<file path="src/rtl/shared_bank_allocator_pkg.sv">
// Shared definitions for the per-bank ownership controller: FSM state codes
// and the ceiling-log2 helper used to size counters and pointers.
package shared_bank_allocator_pkg;

    // Two-bit state code; the fourth code is unused and recovers to ENABLE.
    typedef logic [1:0] state_t;

    localparam logic [1:0] ST_ENABLE = 2'b00;
    localparam logic [1:0] ST_DRAIN  = 2'b01;
    localparam logic [1:0] ST_SWITCH = 2'b10;

    // Bits needed to hold values 0 .. value-1, never less than one bit.
    function automatic int clogb(input int value);
        int bits;
        bits = 0;
        for (int i = 0; i < 31; i++) begin
            if ((1 << i) < value) begin
                bits = i + 1;
            end
        end
        if (bits < 1) begin
            bits = 1;
        end
        return bits;
    endfunction

endpackage

</file>
<file path="src/rtl/shared_bank_allocator_rr_max_select.sv">
// Picks the congested port with the largest window count. Ports are visited
// starting just after the round-robin pointer, so among equal counts the
// first one met in that order wins.
module rr_max_select
    import shared_bank_allocator_pkg::*;
#(
    parameter int num_ports     = 5,
    parameter int counter_width = 5,
    parameter int ptr_width     = 3
) (
    input  logic [num_ports-1:0][counter_width-1:0] counters,
    input  logic [num_ports-1:0]                    congested,
    input  logic [ptr_width-1:0]                    rr_ptr,
    output logic                                    valid,
    output logic [ptr_width-1:0]                    index
);

    int                       port;
    logic [counter_width-1:0] best;

    // Rotating scan; only a strictly larger count displaces the current pick
    always_comb begin
        valid = 1'b0;
        index = '0;
        best  = '0;
        port  = 0;
        for (int k = 1; k <= num_ports; k++) begin
            port = int'(rr_ptr) + k;
            if (port >= num_ports) begin
                port = port - num_ports;
            end
            if (congested[port] && (!valid || (counters[port] > best))) begin
                valid = 1'b1;
                index = ptr_width'(port);
                best  = counters[port];
            end
        end
    end

endmodule

</file>
<file path="src/rtl/shared_bank_allocator.sv">
// Dynamic ownership controller for one shared input-VC memory bank.
// Samples per-port congestion over a fixed window, picks the most congested
// port, drains the bank (optionally bounded by a timeout) and then hands the
// one-hot bank grant to that port.
//
// state     | meaning
// ----------+----------------------------------------------------------------
// ST_ENABLE | owner stable, VC allocation allowed, congestion window running
// ST_DRAIN  | allocation blocked, waiting for the bank to empty or time out
// ST_SWITCH | bank empty, grant moves to the target port on the next edge
//
// Grant vector ordering: port 0 is the MSB, port num_ports-1 the LSB.
module shared_bank_allocator
    import shared_bank_allocator_pkg::*;
#(
    parameter int num_ports = 5,
    parameter int num_vcs   = 10,
    parameter int num_banks = 5,
    parameter int bank_id   = 0,
    parameter int threshold = 4,
    parameter int window    = 16,
    parameter int max_drain = 0
) (
    input  logic                                 clk,
    input  logic                                 reset,
    input  logic [num_ports*num_vcs-1:0]         allocated_ip_shared_ivc,
    input  logic [num_vcs/num_banks-1:0]         shared_ivc_empty,
    output logic [num_ports-1:0]                 memory_bank_grant_out,
    output logic                                 ready_for_allocation,
    output logic                                 realloc_pulse,
    output logic                                 drain_abort
);

    localparam int num_vcs_per_bank = num_vcs / num_banks;
    localparam int counter_width    = clogb(window + 1);
    localparam int ptr_width        = clogb(num_ports);
    localparam int drain_width      = clogb(max_drain + 1);
    localparam int slice_base       = bank_id * num_vcs_per_bank;

    localparam logic [counter_width-1:0] WIN_LAST   = counter_width'(window - 1);
    localparam logic [counter_width-1:0] WIN_MAX    = counter_width'(window);
    localparam logic [counter_width-1:0] THRESH     = counter_width'(threshold);
    localparam logic [drain_width-1:0]   DRAIN_LAST = drain_width'(max_drain - 1);
    localparam logic [ptr_width-1:0]     RESET_PTR  = ptr_width'(bank_id % num_ports);

    // One-hot grant for a port index, port 0 in the MSB position.
    function automatic logic [num_ports-1:0] port_grant(input logic [ptr_width-1:0] idx);
        logic [num_ports-1:0] g;
        for (int p = 0; p < num_ports; p++) begin
            g[num_ports-1-p] = (idx == ptr_width'(p));
        end
        return g;
    endfunction

    localparam logic [num_ports-1:0] RESET_GRANT = port_grant(RESET_PTR);

    logic [1:0]                              state_q, state_d;
    logic [num_ports-1:0][counter_width-1:0] counter_q, counter_d;
    logic [counter_width-1:0]                win_timer_q, win_timer_d;
    logic [drain_width-1:0]                  drain_timer_q, drain_timer_d;
    logic [num_ports-1:0]                    grant_q, grant_d;
    logic [ptr_width-1:0]                    rr_ptr_q, rr_ptr_d;
    logic [ptr_width-1:0]                    target_q, target_d;
    logic                                    ready_q, ready_d;
    logic                                    realloc_pulse_q, realloc_pulse_d;
    logic                                    drain_abort_q, drain_abort_d;

    logic [num_ports-1:0] port_full;
    logic [num_ports-1:0] port_busy;
    logic [num_ports-1:0] congested;
    logic                 bank_busy;
    logic                 drain_done;
    logic                 sel_valid;
    logic [ptr_width-1:0] sel_idx;
    logic                 alloc_unused;

    // VC flags belonging to other banks have no bearing on this controller.
    assign alloc_unused = ^allocated_ip_shared_ivc;

    // Reduce each port's slice of this bank to full / busy flags
    always_comb begin
        port_full = '0;
        port_busy = '0;
        for (int p = 0; p < num_ports; p++) begin
            port_full[p] = &allocated_ip_shared_ivc[p*num_vcs + slice_base +: num_vcs_per_bank];
            port_busy[p] = |allocated_ip_shared_ivc[p*num_vcs + slice_base +: num_vcs_per_bank];
        end
    end

    assign bank_busy  = |port_busy;
    assign drain_done = !bank_busy && (&shared_ivc_empty);

    // Congestion flags come from the registered counts only
    always_comb begin
        congested = '0;
        for (int p = 0; p < num_ports; p++) begin
            congested[p] = (counter_q[p] >= THRESH);
        end
    end

    rr_max_select #(
        .num_ports     (num_ports),
        .counter_width (counter_width),
        .ptr_width     (ptr_width)
    ) u_select (
        .counters  (counter_q),
        .congested (congested),
        .rr_ptr    (rr_ptr_q),
        .valid     (sel_valid),
        .index     (sel_idx)
    );

    // Next-state logic: window sampling, drain supervision and grant handover
    always_comb begin
        state_d         = state_q;
        counter_d       = counter_q;
        win_timer_d     = win_timer_q;
        drain_timer_d   = drain_timer_q;
        grant_d         = grant_q;
        rr_ptr_d        = rr_ptr_q;
        target_d        = target_q;
        ready_d         = ready_q;
        realloc_pulse_d = 1'b0;
        drain_abort_d   = 1'b0;

        case (state_q)
            ST_ENABLE: begin
                ready_d       = 1'b1;
                drain_timer_d = '0;
                if (win_timer_q == WIN_LAST) begin
                    // Last window cycle: decide on registered counts, drop this sample.
                    counter_d   = '0;
                    win_timer_d = '0;
                    if (sel_valid && ((grant_q & port_grant(sel_idx)) == '0)) begin
                        target_d = sel_idx;
                        state_d  = ST_DRAIN;
                        ready_d  = 1'b0;
                    end
                end else begin
                    win_timer_d = win_timer_q + 1'b1;
                    for (int p = 0; p < num_ports; p++) begin
                        if (port_full[p] && (counter_q[p] != WIN_MAX)) begin
                            counter_d[p] = counter_q[p] + 1'b1;
                        end
                    end
                end
            end

            ST_DRAIN: begin
                counter_d     = '0;
                win_timer_d   = '0;
                ready_d       = 1'b0;
                drain_timer_d = drain_timer_q + 1'b1;
                if (drain_done) begin
                    state_d = ST_SWITCH;
                end else if ((max_drain != 0) && (drain_timer_q == DRAIN_LAST)) begin
                    drain_abort_d = 1'b1;
                    state_d       = ST_ENABLE;
                    ready_d       = 1'b1;
                    drain_timer_d = '0;
                end
            end

            ST_SWITCH: begin
                counter_d       = '0;
                win_timer_d     = '0;
                drain_timer_d   = '0;
                grant_d         = port_grant(target_q);
                rr_ptr_d        = target_q;
                realloc_pulse_d = 1'b1;
                ready_d         = 1'b1;
                state_d         = ST_ENABLE;
            end

            default: begin
                // Unused code: fall back to the power-on ownership.
                state_d       = ST_ENABLE;
                counter_d     = '0;
                win_timer_d   = '0;
                drain_timer_d = '0;
                grant_d       = RESET_GRANT;
                rr_ptr_d      = RESET_PTR;
                target_d      = RESET_PTR;
                ready_d       = 1'b1;
            end
        endcase
    end

    // State registers with asynchronous active-high reset
    always_ff @(posedge clk or posedge reset) begin
        if (reset) begin
            state_q         <= ST_ENABLE;
            counter_q       <= '0;
            win_timer_q     <= '0;
            drain_timer_q   <= '0;
            grant_q         <= RESET_GRANT;
            rr_ptr_q        <= RESET_PTR;
            target_q        <= RESET_PTR;
            ready_q         <= 1'b1;
            realloc_pulse_q <= 1'b0;
            drain_abort_q   <= 1'b0;
        end else begin
            state_q         <= state_d;
            counter_q       <= counter_d;
            win_timer_q     <= win_timer_d;
            drain_timer_q   <= drain_timer_d;
            grant_q         <= grant_d;
            rr_ptr_q        <= rr_ptr_d;
            target_q        <= target_d;
            ready_q         <= ready_d;
            realloc_pulse_q <= realloc_pulse_d;
            drain_abort_q   <= drain_abort_d;
        end
    end

    assign memory_bank_grant_out = grant_q;
    assign ready_for_allocation  = ready_q;
    assign realloc_pulse         = realloc_pulse_q;
    assign drain_abort           = drain_abort_q;

endmodule

</file>
<file path="config.mk">
export PLATFORM = sky130hd
export DESIGN_NAME = shared_bank_allocator
export DESIGN_NICKNAME = d
export VERILOG_FILES = /design/src/rtl/shared_bank_allocator_pkg.sv /design/src/rtl/shared_bank_allocator_rr_max_select.sv /design/src/rtl/shared_bank_allocator.sv
export SDC_FILE = /design/constraint.sdc
export NUM_CORES = 1
export LEC_CHECK = 0
export BUFFER_PORTS_ARGS = -buffer_cell sky130_fd_sc_hd__buf_2
export CAP_MARGIN = 20
export CORE_ASPECT_RATIO = 0.6
export CORE_MARGIN = 2
export CORE_UTILIZATION = 50
export CTS_CLUSTER_SIZE = 16
export DETAILED_ROUTE_END_ITERATION = 8
export GPL_ROUTABILITY_DRIVEN = 1
export PLACE_DENSITY = 0.76
export SLEW_MARGIN = 20
export SYNTH_ARGS = -nofsm -noshare
export SYNTH_HDL_FRONTEND = slang
export SYNTH_HIERARCHICAL = 1
export SYNTH_SLANG_ARGS = --single-unit
</file>
<file path="constraint.sdc">
create_clock -name clk -period 10.21 [get_ports clk]
set_input_delay 0 -clock clk [delete_from_list [all_inputs] [get_ports clk]]
set_output_delay 0 -clock clk [all_outputs]
set_load 0.03 [all_outputs]
</file>
Word-level counts from Yosys, hierarchy flattened --
Index checks and enable logic that the tools add are counted. W data, S select, Z words.
Operators by class: reductions and logical operators 35, equality and inequality tests 24, divide/modulo/power cells 0, multiply operators 0, order comparisons 19, bitwise operators 2, multiplexer cells 71, add/sub/neg operators 16, shift-type cells 0
Operators by type and width (number):
- $ge A32 B4 Y1 const B | 5
- $lt A32 B5 Y1 const B | 5
- $mux W32 | 5
- $sub A32 B4 Y32 const B | 5
- $mux W5 | 21
- $bmux W5 S3 | 5
- $mux W25 | 2
- $add A5 B1 Y5 const B | 6
- $ge A5 B3 Y1 const B | 5
- $ne A5 B5 Y1 const B | 5
- $mux W3 | 7
- $gt A5 B5 Y1 | 4
- $mux W1 | 18
- $bmux W1 S3 | 5
- $ne A3 B3 Y1 const B | 5
- $eq A3 B2 Y1 const B | 4
- $pmux W3 S2 | 2
- $reduce_and A2 Y1 | 6
- $logic_and A1 B1 Y1 | 11
- $pmux W5 S2 | 1
- $reduce_or A10 Y1 | 1
- $add A3 B2 Y4 const B | 2
- $add A3 B3 Y4 const B | 2
- $eq A3 B1 Y1 const B | 2
- other kinds (18) | 33
Word-level totals: memories kept 0, register bits after elaboration 45, word-level logic and storage cells 179, RAM bits 0, latch bits 0, bits in read-only memories 0

Logic depth before layout (Yosys ltp) --
Gate-level depths: netlist of the first run.
depth in word-level cells 30, depth in mapped cells 49, mapped depth without buffers 46

Hierarchy --
The synthesis of the first run kept the hierarchy.
By module, submodules not included:
- rr_max_select | cells an instance 419, area an instance 3056.7 µm², times used 1
- shared_bank_allocator | cells an instance 227, area an instance 2319.7 µm², times used 1

Least setup slack after synthesis of the first run --
Ideal clock, no wire load.
kind register -> register, from register rr_ptr_q[0], to register target_q[0], arrival 9.844 ns, setup time 0.065 ns, path slack 0.301 ns, stages on the path, launching flop included 49, path through dfrtp_1 buf_4 inv_2 ha_1 inv_1 fa_1 a21oi_1 xnor2_1 clkbuf_1 nand2_1 a21oi_1 o22a_1 ha_1 nor2b_1 o21a_1 o21ai_0 a21oi_1 o21ai_4 (+13 left out) a21oi_1 o22a_1 o21a_1 buf_6 o21a_1 ha_1 nor2b_1 o21a_1 o21a_1 o21a_1 o22ai_1 o32ai_2 or2_1 o221ai_1 mux4_2 a2111oi_4 nor3b_4 a22o_2
Between the ends: word-level cells in the longest chain between the ends 29, elaborated cells between the ends (all ways) 93, classes of those cells 10 x add/sub; 9 x order compare; 5 x eq/ne; 52 x mux; 1 x bitwise; 16 x reduce/logical
RTL lines:
- start: declaration | RTL line shared_bank_allocator.sv:62 | logic [ptr_width-1:0] rr_ptr_q, rr_ptr_d;
- start signal: assignment | RTL line shared_bank_allocator.sv:208 | rr_ptr_q <= rr_ptr_d;
- $add A3 B1 Y4 | RTL line shared_bank_allocator_rr_max_select.sv:28 | port = int'(rr_ptr) + k;
- $sub A32 B4 Y32 or $ge A32 B4 Y1 (tied branches) | RTL line shared_bank_allocator_rr_max_select.sv:30, shared_bank_allocator_rr_max_select.sv:29
- $mux W32 | RTL line shared_bank_allocator_rr_max_select.sv:29 | if (port >= num_ports) begin
- $bmux W5 S3 or $bmux W1 S3 (tied branches)
- $mux W5 (implied by the code) or $mux W1 (tied branches) | RTL line shared_bank_allocator_rr_max_select.sv:35, shared_bank_allocator_rr_max_select.sv:32
- $mux W5 or $mux W1 (tied branches)
- $mux W5 or $mux W1 (tied branches) | RTL line shared_bank_allocator_rr_max_select.sv:32 | if (congested[port] && (!valid || (counters[port] > best))) begin
- $gt A5 B5 Y1 or $logic_not A1 Y1 (tied branches) | RTL line shared_bank_allocator_rr_max_select.sv:32
- (+14 left out)
- $mux W3 * | RTL line shared_bank_allocator_rr_max_select.sv:32
- net sel_idx[0] | RTL line shared_bank_allocator.sv:74 | logic [ptr_width-1:0] sel_idx;
- $eq A3 B3 Y1, or another cell as far along | RTL line shared_bank_allocator.sv:50 | g[num_ports-1-p] = (idx == ptr_width'(p));
- $and A5 B5 Y5 | RTL line shared_bank_allocator.sv:134 | if (sel_valid && ((grant_q & port_grant(sel_idx)) == '0)) begin
- $logic_not A5 Y1 | RTL line shared_bank_allocator.sv:134
- $logic_and A1 B1 Y1 | RTL line shared_bank_allocator.sv:134
- $ne A2 B2 Y1 (no source line)
- $reduce_and A3 Y1 (no source line)
- end signal: assignment | RTL line shared_bank_allocator.sv:209 | target_q <= target_d;
- end: declaration | RTL line shared_bank_allocator.sv:63 | logic [ptr_width-1:0] target_q, target_d;
Mark *: on every way through the listed nets, which the timed path passes. The rest lies on a longest branch. The select of a mux whose other input is x is not followed. A chain may end at the register's enable or synchronous reset.

Final worst setup path of the first run --
from register rr_ptr_q[1], to register target_q[0]
The elaborated chain is that of the path after synthesis.

==> flow_summary_export.csv, run 1 <==
group,metric,value,unit
run_status,status,"completed",
timing,hold_violations,0,
job,cap_viol_max_count,0,
clock_tree,htree_num_levels,2,
worst_setup_path,critPathMaxStageDelay,0.57,ns
floorplanning,start_util,51.1,%
floorplanning,die-area,0.0116,sq mm
timing,fin_skew,0.00629,ns
global_routing,grt_max_degree,46,
placed_design,io_buffers,20,
timing,worst_slew_pin_slew,1.12,ns
logic_synthesis,synth_flop_cell,"dfrtp_1",
logic_synthesis,synth.distinct_cells,84,
floorplanning,rows,29,
logic_synthesis,ys_ff_latch,45,
routing,antenna_left,0,
logic_synthesis,postSynthNetCount,746,
power_and_ir_drop,sw_frac_of_total,50.0,%
floorplanning,io_pins,62,
logic_synthesis,ys_top_cells_by_area,"dfrtp_1 (20%), ha_1 (10%), mux2i_1 (8.0%)",
clock_tree,clk_latency,0.30,ns
routing,viasPerCell,6.50,
worst_setup_path,end_kind,"register",
clock_tree,cts_made_buffers,5,
clock_tree,clkSlewWorstSetupHoldPaths,0.07,ns
floorplanning,die_height,84.3,microns
logic_synthesis,synthTopCellsByCount,"nand2_1 (69), nor2_1 (54), ha_1 (45)",
power_and_ir_drop,combPwrFrac,70.1,%
logic_synthesis,netlist_area,0.00538,sq mm
clock_tree,cts_tree,"done",
timing,holdWs,0.0669,ns
power_and_ir_drop,p_per_area,265,mW/mm^2
floorplanning,die_x,138,microns
power_and_ir_drop,p_sw,0.000824,W
routing,route.detailed.wl_per_inst,20.6,microns
timing,fin_setup_tns,0,ns
routing,drt-initial-drc-count,925,
worst_setup_path,crit_top_cell,"o21a_1",
logic_synthesis,synth.most_common_cell,"nand2_1",
layout,diodes,0,
global_routing,grt_util_all_layers,29.0,%
routing,routed_wl,17300,microns
power_and_ir_drop,p_seq_share,19.5,%
global_routing,overflow,0,
power_and_ir_drop,cellInternalPower,0.000823,W
layout,syn2layout_area_growth,15.8,%
layout,drive_gt1_share,21.0,%
worst_setup_path,arrival,10.11,ns
timing,relSlewSlack,24.4,%
logic_synthesis,yosysSeqAreaShare,21.0,%
logic_synthesis,synth_edf_count,0,
timing,fmax,101,MHz
clock_tree,cts_num_sinks,45,
timing,slew_viol_final,0,
floorplanning,coreArea,0.0105,sq mm
worst_setup_path,required,10.45,ns
worst_setup_path,crit_type,"register to register",
layout,fin_area,0.00622,sq mm
routing,vias,5477,
clock_tree,root_buffer,"clkbuf_16",
min_path,hold_path.class,"input port to register",
layout,final_nets,803,
power_and_ir_drop,clkPwrFrac,10.5,%
logic_synthesis,async_flop_share,100,%
placed_design,placed_cell_area,0.00586,sq mm
worst_setup_path,cp-start-kind,"register",
layout,final_core_util,59.2,%
global_routing,antenna_found_initial,0,
placed_design,dpl.hpwl,12900,microns
timing,finalSetupViolations,0,
power_and_ir_drop,p_leak,2.69,nW
worst_setup_path,worstPathMaxFanout,8,
worst_setup_path,r2r_slack,0.34,ns
timing,period_needed,9.87,ns
logic_synthesis,synth_top_cell_area_share,20.0,%
clock_tree,cts_max_path_buffers,2,
logic_synthesis,syn_inst,646,
timing,post-route-period-util,96.7,%
global_routing,grt_pass1_vias,5038,
placed_design,place_congestion,0.970,
routing,firstDrtPassIters,6,
logic_synthesis,synth.avg_cell_area,8.32,sq um
logic_synthesis,yosysTopAreaCell,"dfrtp_1",
logic_synthesis,yosys_warnings,6,
power_and_ir_drop,vdd_drop_max,0.000161,V
global_routing,grt_pass1_wl,26200,microns
routing,remaining_drc_errors,0,
worst_setup_path,slowest_stage,"mux4_2",
## stage by stage
step	std cells	setup WS [ns]	total power, W
after floorplan	646	0.301	0.00102
after global placement	823	0.370	0.00125
after detailed placement	823	-0.0973	0.00130
after CTS	832	0.0158	0.00150
after global routing	843	-0.0690	0.00175
final	843	0.337	0.00165
## cells by family (layout without fill, tap and decap cells)
kind of cell               Yosys count  count (layout)  share of synthesized area [%]
and+or+nand+nor                    226             226                           21.4
AOI/OAI and AO/OA                  172             172                           23.1
buffers and inverters               74             132                           5.91
muxes                               60              60                           13.9
adders and majority gates           46              46                           10.8
DFF                                 45              45                           21.0
xor gates and xnor gates            22              22                           3.72
other                                1               1                         0.0697
## metal layers
layer  wire, microns  GRT usage, %
met1            7390          42.5
met2            7310          40.3
met3            2420          10.2
met4             219          7.70
met5               0             0
## power groups by stage
stage	Sequential [W]	Clock [W]	Combinational, W
5_1_grt	0.000325	0.000182	0.00124
3_3_place_gp	0.000315	0	0.000932
4_1_cts	0.000315	0.000173	0.00101
2_1_floorplan	0.000311	0	0.000707
6_report	0.000321	0.000172	0.00115
3_5_place_dp	0.000318	0	0.000987
## state kept, by name, indices dropped and copies added, names as in the netlist
register               count
rr_ptr_q                   3
counter_q                 25
memory_bank_grant_out      5
realloc_pulse              1
win_timer_q                5
target_q                   3
state_q                    2
ready_for_allocation       1
## layout by cell type (no fill, tap or decap), types with 8 or more instances in the layout
cell,n
nand3b_1,8
xnor2_1,11
nand2_1,69
mux2i_1,40
a31oi_1,13
ha_1,44
dfrtp_1,41
nor2b_1,11
o21a_1,14
buf_4,57
mux4_2,11
o21ai_0,26
buf_2,20
nor2_1,53
inv_1,42
a21oi_1,32
xor2_1,9
nand3_1,20
## worst max-delay path: cells and delay by family (launching register included)
family	cells	cell delay (ns)
compound gates	24	4.32
fa+ha+maj	5	1.52
buf+inv	2	0.24
flops	1	0.46
mux	4	1.58
simple gates	8	1.68
## worst paths after layout
path / startpoint / endpoint / cells past startpoint
max: rr_ptr_q[1]$_DFFE_PP0N_ / target_q[0]$_DFFE_PP0P_ / 43
min: allocated_ip_shared_ivc[41] / state_q[1]$_DFFE_PP0P_ / 4
max reg2reg: rr_ptr_q[1]$_DFFE_PP0N_ / target_q[0]$_DFFE_PP0P_ / 43
min reg2reg: win_timer_q[0]$_DFF_PP0_ / win_timer_q[0]$_DFF_PP0_ / 1
max in group asynchronous: reset / rr_ptr_q[1]$_DFFE_PP0N_ / 4
min in group asynchronous: reset / counter_q[10]$_DFFE_PP0P_ / 4
## final cells by class
cell class | instances | area (sq um)
Fill cell | 909 | 4300
Multi-Input combinational cell | 527 | 4040
Sequential cell | 45 | 1130
Timing Repair Buffer | 80 | 561
Tap cell | 139 | 174
Inverter | 44 | 168
Clock buffer | 5 | 125
Clock inverter | 3 | 25.0
## timing repair
action,4_1_cts,5_1_grt
gates resized for setup,3,22
hold endpoints to repair,43,0
endpoints found under the setup margin,5,6
setup buffers,0,11
hold buffers,1,0
pin swaps,0,9
No activity file was read; power rests on OpenSTA's default activity.
==> run 2, diff against run 1 <==
GPL_TIMING_DRIVEN = 0   (was not set)
==> run 2 against run 1 <==
Net effect:
- cell area grew 4.7%
- highest routed layer unchanged
- sequential share of layout area decreased by 0.80 points
- largest power group unchanged
- clock skew grew 0.0044 ns
- largest cell class unchanged
- critical path type unchanged
- via count is 2.3% higher
- combinational power increased by 12%
- final cell count increased by 1.2%
==> flow_summary_export.csv, run 2 (synthesis gave the netlist of run 1 again) <==
group,metric,value,unit
run_status,status,"completed",
power_and_ir_drop,cellInternalPower,0.000936,W
clock_tree,htree_num_levels,2,
power_and_ir_drop,combPwrFrac,70.6,%
global_routing,antenna_found_initial,0,
routing,routed_wl,18300,microns
global_routing,overflow,0,
layout,fillers,891,
clock_tree,cts_made_buffers,5,
global_routing,grt_pass1_wl,27900,microns
layout,largest_reg_flops,25,
min_path,hold_path.class,"input port to register",
floorplanning,die-area,0.0116,sq mm
global_routing,grt_pass1_vias,5274,
worst_setup_path,arrival,10.38,ns
global_routing,grt_max_degree,36,
placed_design,place_congestion,1.04,
timing,rsz0062_at_grt,"yes",
worst_setup_path,worstPathMaxFanout,10,
clock_tree,cts_max_path_buffers,2,
global_routing,grt_util_all_layers,31.1,%
worst_setup_path,crit_top_cell,"o21a_1",
routing,viasPerCell,6.57,
timing,worst_slew_pin_slew,0.984,ns
routing,remaining_drc_errors,0,
worst_setup_path,required,10.42,ns
timing,fmax,98.4,MHz
routing,wl_met2,7830,microns
routing,route.detailed.wl_per_inst,21.4,microns
layout,fin_area,0.00652,sq mm
routing,drt-initial-drc-count,762,
clock_tree,root_buffer,"clkbuf_16",
timing,fin_skew,0.0107,ns
floorplanning,die_x,138,microns
routing,firstDrtPassIters,6,
power_and_ir_drop,clkPwrFrac,9.1,%
clock_tree,clkSlewWorstSetupHoldPaths,0.07,ns
timing,post-route-period-util,99.6,%
power_and_ir_drop,p_sw,0.000894,W
floorplanning,coreArea,0.0105,sq mm
floorplanning,start_util,51.1,%
routing,antenna_left,0,
worst_setup_path,critPathMaxStageDelay,0.56,ns
clock_tree,cts_num_sinks,45,
power_and_ir_drop,p_per_area,281,mW/mm^2
job,cap_viol_max_count,0,
timing,period_needed,10.16,ns
worst_setup_path,end_kind,"register",
timing,slew_viol_final,0,
clock_tree,cts_tree,"done",
placed_design,dpl.hpwl,13000,microns
routing,vias,5602,
timing,hold_violations,0,
layout,drive_gt1_share,25.1,%
layout,final_nets,813,
layout,syn2layout_area_growth,21.3,%
worst_setup_path,slowest_stage,"mux4_2",
layout,final_common_cell,"nand2_1",
worst_setup_path,cp-start-kind,"register",
power_and_ir_drop,p_leak,2.75,nW
placed_design,placed_cell_area,0.00567,sq mm
routing,wl_met1,7720,microns
layout,diodes,0,
layout,regMostFlops,"counter_q",
power_and_ir_drop,power,0.00183,W
timing,holdWs,0.0723,ns
clock_tree,clk_latency,0.29,ns
floorplanning,rows,29,
power_and_ir_drop,p_seq_share,20.2,%
routing,routed-wl-met3,2360,microns
timing,finalSetupViolations,0,
routing,routed.top_layer,"met4",
floorplanning,io_pins,62,
worst_setup_path,crit_type,"register to register",
placed_design,io_buffers,20,
layout,final_cell_mix,"nand2_1 (66), nor2_1 (51), buf_4 (44)",
floorplanning,die_height,84.3,microns
timing,relSlewSlack,33.5,%
power_and_ir_drop,sw_frac_of_total,48.9,%
timing,fin_setup_tns,0,ns
power_and_ir_drop,vdd_drop_max,0.000218,V
==> run 2: repair_timing <==
action,in CTS,in global routing
pin swaps,8,32
endpoints found under the setup margin,6,6
setup buffers,18,21
hold buffers,1,0
endpoints found under the hold margin,43,0
gates resized for setup,33,65
cloned,0,0
==> run 2: path summary, 6_finish.rpt <==
path                                              from                        endpoint  slack, ns  cells past startpoint
setup reg to reg               rr_ptr_q[0]$_DFFE_PP0N_          state_q[1]$_DFFE_PP0P_       0.05                     50
hold / removal             allocated_ip_shared_ivc[40]          state_q[1]$_DFFE_PP0P_       0.07                      4
setup / recovery               rr_ptr_q[0]$_DFFE_PP0N_          state_q[1]$_DFFE_PP0P_       0.05                     50
max in group asynchronous                        reset  ready_for_allocation$_DFF_PP1_       9.48                      4
hold reg to reg               win_timer_q[0]$_DFF_PP0_        win_timer_q[0]$_DFF_PP0_       0.47                      1
min in group asynchronous                        reset       counter_q[15]$_DFFE_PP0P_       0.19                      3
==> run 2: cell type report <==
type | instances | area, sq um | share of cell area, %
multi-input cells | 527 | 4280 | 65.7
flip-flops and latches | 45 | 1130 | 17.4
repair buffers | 61 | 423 | 6.49
plain buffers | 29 | 181 | 2.78
inverters | 44 | 181 | 2.78
well taps | 139 | 174 | 2.67
clock buffers | 5 | 125 | 1.92
clock inverters | 3 | 21.3 | 0.326
==> run 2: routing by layer <==
layer,vias to the layer above,global-route usage (%)
met4,0,7.98
met3,55,12.3
li1,2501,-
met1,2716,43.2
met2,330,45.0
met5,-,0
==> run 2: worst max-delay path, delay by kind of cell (launching register included) <==
kind | cells | cell delay (ns)
AOI/OAI and AO/OA | 23 | 4.00
adders and majority gates | 5 | 1.31
buffers and inverters | 8 | 1.09
DFF | 1 | 0.41
muxes | 5 | 1.90
and+or+nand+nor | 9 | 1.31
==> run 2: per-stage QoR <==
step,util (%),setup slack (ns),std cells
after floorplan,-,0.301,646
after global placement,53.7,-1.22,805
after detailed placement,53.9,-1.58,806
after CTS,57.9,0.0139,833
after global routing,62.0,-0.241,853
final,62.0,0.0454,853
==> run 2: power by group through the flow <==
stage / combinational [W] / clock [W] / sequential, W
after floorplan: 0.000707 / 0 / 0.000311
after global placement: 0.000866 / 0 / 0.000358
after detailed placement: 0.000924 / 0 / 0.000364
after CTS: 0.00106 / 0.000169 / 0.000360
after global routing: 0.00139 / 0.000178 / 0.000375
final: 0.00129 / 0.000167 / 0.000370
==> run 3, diff against run 2 <==
BUFFER_PORTS_ARGS = -buffer_cell sky130_fd_sc_hd__buf_4   (was -buffer_cell sky130_fd_sc_hd__buf_2)
==> run 3 against run 2 <==
Net effect:
- die area did not move
- critical path depth down 2
- global-route usage decreased by 0.39 points
- clock-buffer cell count unchanged
- clock power barely moved
- flip-flop and latch count is the same
- combinational power fell by 7%
- clock skew hardly changed
- register-to-register slack improved by 0.13 ns
- power fell by 4.4%
- largest power group unchanged
==> flow_summary_export.csv, run 3 (synthesis gave the netlist of run 1 again) <==
group,metric,value,unit
routing,remaining_drc_errors,0,
worst_setup_path,path_buf_inv,7,
timing,fmax,99.6,MHz
power_and_ir_drop,power,0.00175,W
timing,finalSetupViolations,0,
worst_setup_path,cp-start-kind,"register",
timing,holdWs,0.0224,ns
floorplanning,start_util,51.1,%
clock_tree,htree_num_levels,2,
timing,setup_ws,0.171,ns
min_path,holdPathStages,4,
power_and_ir_drop,p_leak,2.73,nW
worst_setup_path,critPathMaxStageDelay,0.57,ns
run_status,status,"completed",
layout,drive_gt1_share,22.8,%
worst_setup_path,crit_type,"register to register",
layout,final_nets,809,
clock_tree,cts_made_buffers,5,
min_path,hold_path.class,"input port to register",
timing,period_needed,10.04,ns
floorplanning,io_pins,62,
routing,route.detailed.wl_per_inst,20.9,microns
floorplanning,die_height,84.3,microns
worst_setup_path,end_kind,"register",
timing,fin_skew,0.0103,ns
layout,diodes,0,
worst_setup_path,worstPathMaxFanout,10,
placed_design,io_buffers,20,
floorplanning,die-area,0.0116,sq mm
floorplanning,die_x,138,microns
layout,final_cell_mix,"nand2_1 (66), buf_4 (56), nor2_1 (50)",
worst_setup_path,rr_worst_depth,48,
power_and_ir_drop,vdd_drop_max,0.000161,V
placed_design,dpl.cell_count,806,
clock_tree,cts_max_path_buffers,2,
layout,final_common_cell,"nand2_1",
global_routing,overflow,0,
routing,routed_wl,17800,microns
timing,fin_setup_tns,0,ns
timing,slew_viol_final,0,
global_routing,antenna_found_initial,0,
floorplanning,coreArea,0.0105,sq mm
layout,largest_reg_flops,25,
layout,regMostFlops,"counter_q",
placed_design,place_congestion,0.994,
clock_tree,cts_tree,"done",
timing,relSlewSlack,38.1,%
floorplanning,rows,29,
routing,viasPerCell,6.56,
routing,antenna_left,0,
layout,final_cells,849,
worst_setup_path,crit_cells,48,
clock_tree,clkSlewWorstSetupHoldPaths,0.07,ns
clock_tree,cts_num_sinks,45,
power_and_ir_drop,p_per_area,270,mW/mm^2
placed_design,dpl.hpwl,12900,microns
global_routing,grt_pass1_wl,27700,microns
timing,hold_violations,0,
worst_setup_path,crit_top_cell,"o21a_1",
clock_tree,root_buffer,"clkbuf_16",
worst_setup_path,slowest_stage,"mux4_2",
timing,post-route-period-util,98.3,%
clock_tree,clk_latency,0.30,ns
timing,worst_slew_pin_slew,0.916,ns
routing,firstDrtPassIters,6,
placed_design,pre_cts_slack,-1.41,ns
worst_setup_path,required,10.44,ns
job,cap_viol_max_count,0,
layout,syn2layout_area_growth,20.3,%
routing,vias,5567,
worst_setup_path,path_delay_family,"compound AO/OA/AOI/OAI gates",
global_routing,grt_max_degree,34,
worst_setup_path,arrival,10.27,ns
global_routing,grt_pass1_vias,5253,
routing,drt-initial-drc-count,674,
global_routing,grt_util_all_layers,30.7,%
==> run 3: changes by cell type in the layout (fill, tap and decap cells not counted), sizes merged <==
| cell | delta |
|---|---|
| clkinvlp | -1 |
| clkbuf | -1 |
| inv | +1 |
| buf | -3 |
==> run 3: layout make-up <==
cell class / count / area [sq um]
Tap cell: 139 / 174
Multi-Input combinational cell: 527 / 4210
Clock inverter: 3 / 21.3
Inverter: 44 / 178
Buffer: 29 / 179
Timing Repair Buffer: 57 / 450
Sequential cell: 45 / 1130
Fill cell: 895 / 4050
Clock buffer: 5 / 125
==> run 3: tightest hold or removal path, stage by stage <==
cell and delay (ns):
buf_4 0.09, nor4b_1 0.06, o2111ai_1 0.07, a21boi_1 0.06
==> run 3: routing by layer <==
layer / vias up / global-route usage [%] / share of wire, %
li1: 2498 / - / -
met5: - / 0 / 0
met3: 49 / 8.70 / 12
met2: 352 / 43.2 / 42
met4: 0 / 8.35 / 2.0
met1: 2668 / 45.6 / 44
==> run 3: worst paths after layout <==
kind,startpoint,end,slack [ns]
worst max-delay path,rr_ptr_q[0]$_DFFE_PP0N_,state_q[1]$_DFFE_PP0P_,0.17
worst min-delay path,allocated_ip_shared_ivc[40],state_q[1]$_DFFE_PP0P_,0.02
worst max register to register,rr_ptr_q[0]$_DFFE_PP0N_,state_q[1]$_DFFE_PP0P_,0.17
worst min register to register,win_timer_q[0]$_DFF_PP0_,win_timer_q[0]$_DFF_PP0_,0.48
max in group asynchronous,reset,memory_bank_grant_out[4]$_DFFE_PP1N_,9.44
min in group asynchronous,reset,counter_q[6]$_DFFE_PP0P_,0.22
==> run 3: through the flow <==
step,instance area [sq um],util (%)
6_report,6470,61.5
4_1_cts,6110,58.1
3_3_place_gp,5700,54.2
2_1_floorplan,5380,-
5_1_grt,6470,61.5
3_5_place_dp,5720,54.4
==> run 3: where the power goes <==
group          switching, W  leakage [nW]  internal (W)  total [W]
Clock             0.0000755        0.0702     0.0000913   0.000167
Combinational      0.000646          2.07      0.000559    0.00120
Sequential         0.000148         0.588      0.000230   0.000378
Total              0.000870          2.73      0.000880    0.00175
==> run 3: what timing repair did <==
item,4_1_cts,5_1_grt
pin swaps,7,33
endpoints found under the hold margin,43,0
setup endpoints to repair,6,6
setup buffers,16,19
resized for setup,30,54
hold buffers,1,0
